**config.mk**
```make
export PLATFORM = sky130hd
export DESIGN_NAME = uart_rx
export DESIGN_NICKNAME = d
export VERILOG_FILES = /design/src/rtl/uart_rx.sv
export SDC_FILE = /design/constraint.sdc
export NUM_CORES = 1
export LEC_CHECK = 0
export CAP_MARGIN = 20
export CORE_ASPECT_RATIO = 1.25
export CORE_UTILIZATION = 57
export DETAILED_ROUTE_END_ITERATION = 10
export GPL_ROUTABILITY_DRIVEN = 0
export GPL_TIMING_DRIVEN = 0
export PLACE_DENSITY = 0.84
export RECOVER_POWER = 50
export SKIP_LAST_GASP = 1
export SYNTH_ARGS = -nofsm -noshare
export SYNTH_HDL_FRONTEND = slang
export SYNTH_SLANG_ARGS = --single-unit
```
**constraint.sdc**
```tcl
create_clock -name sys_clk -period 2.2 [get_ports sys_clk]
set_input_delay 0.33 -clock sys_clk [delete_from_list [all_inputs] [get_ports sys_clk]]
set_output_delay 0.33 -clock sys_clk [all_outputs]
set_load 0.03 [all_outputs]
```
**src/rtl/uart_rx.sv**
```systemverilog
// uart_rx: 8N1 UART receiver, LSB first, mid-bit sampling.
//   sys_clk          system clock, all logic on rising edge
//   sys_rst          synchronous active-high reset
//   uart_rxd_i       asynchronous serial line, idles high
//   uart_rxdata_o    last correctly framed byte, held until the next good frame
//   uart_rx_done_o   one-cycle strobe, uart_rxdata_o valid in the same cycle
//   uart_rx_busy_o   high while a frame is in progress (START/DATA/STOP)
//   uart_frame_err_o one-cycle strobe when the stop bit is sampled low
module uart_rx #(
  parameter int CLK_FREQ = 50_000_000,
  parameter int BPS      = 115200
) (
  input  logic       sys_clk,
  input  logic       sys_rst,
  input  logic       uart_rxd_i,
  output logic [7:0] uart_rxdata_o,
  output logic       uart_rx_done_o,
  output logic       uart_rx_busy_o,
  output logic       uart_frame_err_o
);

  localparam int COUNT = CLK_FREQ / BPS;
  localparam int HALF  = COUNT / 2;
  localparam logic [15:0] CNT_BIT  = 16'(COUNT - 1);
  localparam logic [15:0] CNT_HALF = 16'(HALF - 1);

  typedef enum logic [1:0] {IDLE, START, DATA, STOP} state_t;

  state_t      state, state_nxt;
  logic        s1, s2, s3;
  logic        fall;
  logic [15:0] cnt_bps;
  logic [2:0]  bit_idx;
  logic [7:0]  shift_reg;
  logic        half_hit, bit_hit;

  // Synchronizer resets low so a line already idling high after reset
  // looks like a rising edge, never a false start.
  always_ff @(posedge sys_clk) begin
    if (sys_rst) begin
      s1 <= 1'b0;
      s2 <= 1'b0;
      s3 <= 1'b0;
    end else begin
      s1 <= uart_rxd_i;
      s2 <= s1;
      s3 <= s2;
    end
  end

  assign fall     = ~s2 & s3;
  assign half_hit = (cnt_bps == CNT_HALF);
  assign bit_hit  = (cnt_bps == CNT_BIT);

  always_ff @(posedge sys_clk) begin
    if (sys_rst) state <= IDLE;
    else         state <= state_nxt;
  end

  always_comb begin
    state_nxt = state;
    case (state)
      IDLE:  if (fall) state_nxt = START;
      // A start bit that is high again at mid-bit was a glitch.
      START: if (half_hit) state_nxt = s2 ? IDLE : DATA;
      DATA:  if (bit_hit && bit_idx == 3'd7) state_nxt = STOP;
      // Leave at mid-stop so a following start edge is not missed.
      STOP:  if (bit_hit) state_nxt = IDLE;
      default: state_nxt = IDLE;
    endcase
  end

  always_ff @(posedge sys_clk) begin
    if (sys_rst) begin
      cnt_bps          <= '0;
      bit_idx          <= '0;
      shift_reg        <= '0;
      uart_rxdata_o    <= '0;
      uart_rx_done_o   <= 1'b0;
      uart_frame_err_o <= 1'b0;
    end else begin
      uart_rx_done_o   <= 1'b0;
      uart_frame_err_o <= 1'b0;
      case (state)
        IDLE: begin
          cnt_bps <= '0;
          bit_idx <= '0;
        end
        START: begin
          cnt_bps <= half_hit ? 16'd0 : cnt_bps + 16'd1;
          bit_idx <= '0;
        end
        DATA: begin
          if (bit_hit) begin
            shift_reg[bit_idx] <= s2;
            bit_idx            <= bit_idx + 3'd1;
            cnt_bps            <= '0;
          end else begin
            cnt_bps <= cnt_bps + 16'd1;
          end
        end
        STOP: begin
          if (bit_hit) begin
            cnt_bps <= '0;
            if (s2) begin
              uart_rxdata_o  <= shift_reg;
              uart_rx_done_o <= 1'b1;
            end else begin
              uart_frame_err_o <= 1'b1;
            end
          end else begin
            cnt_bps <= cnt_bps + 16'd1;
          end
        end
        default: cnt_bps <= '0;
      endcase
    end
  end

  assign uart_rx_busy_o = (state != IDLE);

endmodule

```
== Word-level counts from Yosys, hierarchy flattened ==
Cells that the tools add are included.
Word-level totals
  bits of input ports: 3
  logic and storage cells: 57
  output and inout bits: 11
  bits in registers: 42
Operators by class
  reductions and logical operators: 12
  add/subtract/negate cells: 2
  $lt $le $gt $ge: 2
  equal/unequal tests: 11
  mux-type cells: 16
  bitwise logic cells: 4
Operator list (count)
  $pmux 16 s3: 1
  $mux 16: 2
  $add 16x1->16 const B: 1
  $eq 16x8->1 const B: 1
  $eq 16x9->1 const B: 1
  $mux 2: 5
  $ne 2x2->1 const B: 5
  $bwmux 8: 1
  $pmux 2 s4: 1
  $pmux 3 s2: 1
  $eq 2x2->1 const B: 2
  $lt 3x4->1 const B: 1
  $reduce_and 2->1: 2
  $reduce_and 4->1: 1
  $reduce_bool 2->1: 2
  $reduce_or 2->1: 2
  $add 3x1->3 const B: 1
  $demux 1 s3: 1
  $eq 3x3->1 const B: 1
  $ge 3x1->1 const B: 1
  $mux 1: 3
  $mux 3: 1
  $not 1->1: 3
  $reduce_and 3->1: 1
  5 further kinds: 6

== Logic depth before layout (Yosys ltp) ==
  word-level depth: 5
  mapped depth: 7

== Worst setup path before layout ==
No wires, ideal clock.
  path kind: reg2reg
  from: register cnt_bps[0]
  to: register cnt_bps[6]
  path buffers: 1
  arrival: 1.510 ns
  slack: 0.557 ns
  stages on the path, launching flop included: 7
  cell sequence: dfxtp_1 > ha_1 > nor3b_1 > nand4_2 > a22oi_4 > buf_6 > nor3_1
On the way
  cells in the longest elaborated chain, start to end: 3
  elaborated cells on any way between the ends: 6
  those cells by class: add/sub: 1; eq/ne: 2; mux: 3
RTL lines
  start, declared: RTL line 32  | logic [15:0] cnt_bps;
  start signal, assigned: RTL line 90  | cnt_bps <= half_hit ? 16'd0 : cnt_bps + 16'd1;
  start signal, assigned: RTL line 99  | cnt_bps <= cnt_bps + 16'd1;
  start signal, assigned: RTL line 112  | cnt_bps <= cnt_bps + 16'd1;
  $add 16x1->16 (tied with other cells): RTL line 90, 99, 112
  $mux 16 (on tied branches): RTL line 94, 103, 90
  $pmux 16 s3 (*): RTL line 84  | case (state)
Every way passes the cells marked *; elsewhere a longest branch is shown, timed or not.
A chain may end at the register's enable or synchronous reset.

==> summary.txt <==
Hold Path Stages = 1
Synth top area share = 42.61%
initial antenna violation count = 0
worst r2r src = cnt_bps[0]
Worst-Skew Late Latency = 290 ps
vias = 1549
vias in the first global route = 1398
Worst R2R Setup Slack = 180 ps
Die H = 67.78 um
CTS tree = done
H-tree depth = 2
utilization after layout = 68.14%
data arrival time at the worst-slack endpoint = 1770 ps
diode count = 0
Die Footprint = 3702 sq um
cells after synthesis = 209
routed wire length = 3663 um
Max FO, Critical Path = 10
Worst path max stage delay = 650 ps
top post-synthesis cells by area = dfxtp_1, mux2i_1, nand2b_1
Worst EP required = 1870 ps
Total GRT Usage = 23.12%
port bufs = 12
fin crit period = 2096 ps
Ys Warns = 0
Initial Utilization = 60.68%
outcome = completed
max reg flops = 16
PD cells = 589.3 nW/um^2
clock sinks = 42
Slowest-stage cell, CP = clkdlybuf4s50_1
first-pass GRT wire length = 5954 um
I/O Pins = 14
Non-Filler Instances = 265
Post-Syn Nets = 217
Main synth FF type = dfxtp_1
worst-margin pin slew = 495.9 ps
post-synth design cell area = 1973 sq um
unrepaired setup endpoints after global routing = no
fillers = 261
row count = 23
Total Nets Final = 235
Worst Reg-to-Reg Cells = 6
clock skew = 6.208 ps
Slew headroom = 66.94%
worst min-delay path class = reg2reg
largest net degree at the start of global routing = 13
critical path type = reg2out
P_leak = 0.8565 nW
Worst setup EP type = output pin
Final Max Slew Viols = 0
Avg Synthesized Cell Area = 9.441 sq um
Seq/Total Area, Yosys = 42.61%
Post-synth EDFFs = 0
remaining antenna violation count = 0
first-pass iteration count of the detailed router = 4
Hold WS = 435.7 ps
crit-path cells = clkbuf_2, or2_2, clkdlybuf4s50_1
fmax = 477.0 MHz
Final Hold Violating Endpoints = 0
Reg clk slew, reported paths = 80 ps
library cells used by synthesis = 37
Vias/cell = 5.845
TNS Setup = 0 ps
drc violations = 0
share of cells above drive strength 1 = 8.772%
CP Launch Type = flip-flop
per-cell routed wire length = 13.82 um
number of CTS-inserted buffers = 5
fin crit share = 95.29%
asr flop ratio synth = 0%
CTS max path bufs = 2
CTS Root Cell = clkbuf_8
Die X = 54.63 um
Worst Hold Launch = s1
post-synth top area cell = dfxtp_1
GRT overflow = 0
r2r endpoint = cnt_bps[8]
WHS Endpoint = s2
core area = 3252 sq um
Area growth syn-to-layout = 12.30%
Seq cells post-synth = 42
initial DRC count = 28
HPWL Detailed = 2561 um
placed cells = 258
maxcap violations = 0
maximum VDD drop = 0.0004246 V
Final setup viols = 0
-- power breakdown --
group	internal, mW	total, mW	switching (mW)
logic	0.0153	0.0382	0.0229
clock network	0.253	0.502	0.249
registers	0.763	0.765	0.00268
total	1.03	1.31	0.275
-- worst max-delay path: cells and delay by family (launching register included) --
| kind | cells | cell delay (ps) |
|---|---|---|
| buffers and inverters | 2 | 900 |
| flip-flops | 1 | 430 |
| AND/OR/NAND/NOR | 1 | 140 |
-- worst max-delay path by stage --
stage	start	to	slack, ps	cells past startpoint
after floorplan	cnt_bps[0]	cnt_bps[6]	560	6
after global placement	flip-flop	uart_rx_busy_o	50	4
after detailed placement	flip-flop	uart_rx_busy_o	20	4
after CTS	flip-flop	uart_rx_busy_o	90	3
after global routing	cnt_bps[0]	cnt_bps[13]	10	6
final	flip-flop	uart_rx_busy_o	100	3
-- cell families (layout without fill, tap and decap cells) --
| logic type | count (synthesis) | after routing | synth area share (%) |
|---|---|---|---|
| muxes | 16 | 16 | 8.116 |
| adders and majority gates | 5 | 5 | 3.171 |
| DFF | 42 | 42 | 42.61 |
| buffers and inverters | 21 | 40 | 4.755 |
| xor gates and xnor gates | 13 | 13 | 5.770 |
| AOI/OAI and AO/OA | 13 | 13 | 4.946 |
| and+or+nand+nor | 99 | 99 | 30.63 |
-- cell type report --
class	instances	area [sq um]	area share, %
Multi-Input combinational cell	146	1030	46.47
Clock buffer	7	86.33	3.896
Clock inverter	1	5.005	0.2259
Tap cell	37	46.29	2.089
Inverter	9	33.78	1.525
Buffer	11	52.55	2.372
Sequential cell	42	842.1	38.00
Timing Repair Buffer	12	120.1	5.421
-- cells in the mapped netlist, types with 2 or more instances --
library cell,instances
nor4_2,2
xor2_1,2
nor4b_1,2
ha_1,5
nor4_1,4
mux2i_1,16
nand2_1,5
nor2_1,7
clkbuf_1,9
nor3_1,21
dfxtp_1,42
o21ai_0,4
inv_1,9
a21oi_1,4
nor3b_1,4
or3_1,3
nand4_1,5
nor2b_1,2
buf_6,2
xnor2_1,11
and4_1,2
nand2b_1,19
nand3_1,15
-- cell usage in the layout, fill, tap and decap left out, types with 7 or more instances in the layout --
cell / instances
dfxtp_1: 41
nand3_1: 15
dlygate4sd3_1: 10
nand2b_1: 19
nor3_1: 21
clkbuf_1: 8
nor2_1: 7
inv_1: 9
mux2i_1: 16
xnor2_1: 11
-- repair_timing --
item | in CTS | in global routing
buffers inserted | 0 | 0
hold buffers | 0 | 0
endpoints found under the setup margin | 1 | 0
gates resized for setup | 3 | 0
-- routing by layer --
| layer | GRT usage (%) | part of all wire (%) |
|---|---|---|
| met1 | 23.14 | 42 |
| met2 | 42.32 | 53 |
| met3 | 6.757 | 3.3 |
| met4 | 9.936 | 1.9 |
| met5 | 0 | 0 |
-- stage by stage --
stage	area, sq um	setup slack [ps]	power [mW]
final	2216	103.5	1.306
after floorplan	1973	557.3	0.8101
after global placement	2140	54.08	0.8211
after detailed placement	2140	20.70	0.8218
after global routing	2216	14.68	1.344
after CTS	2231	87.52	1.317
Power figures use the tool's default switching activity.
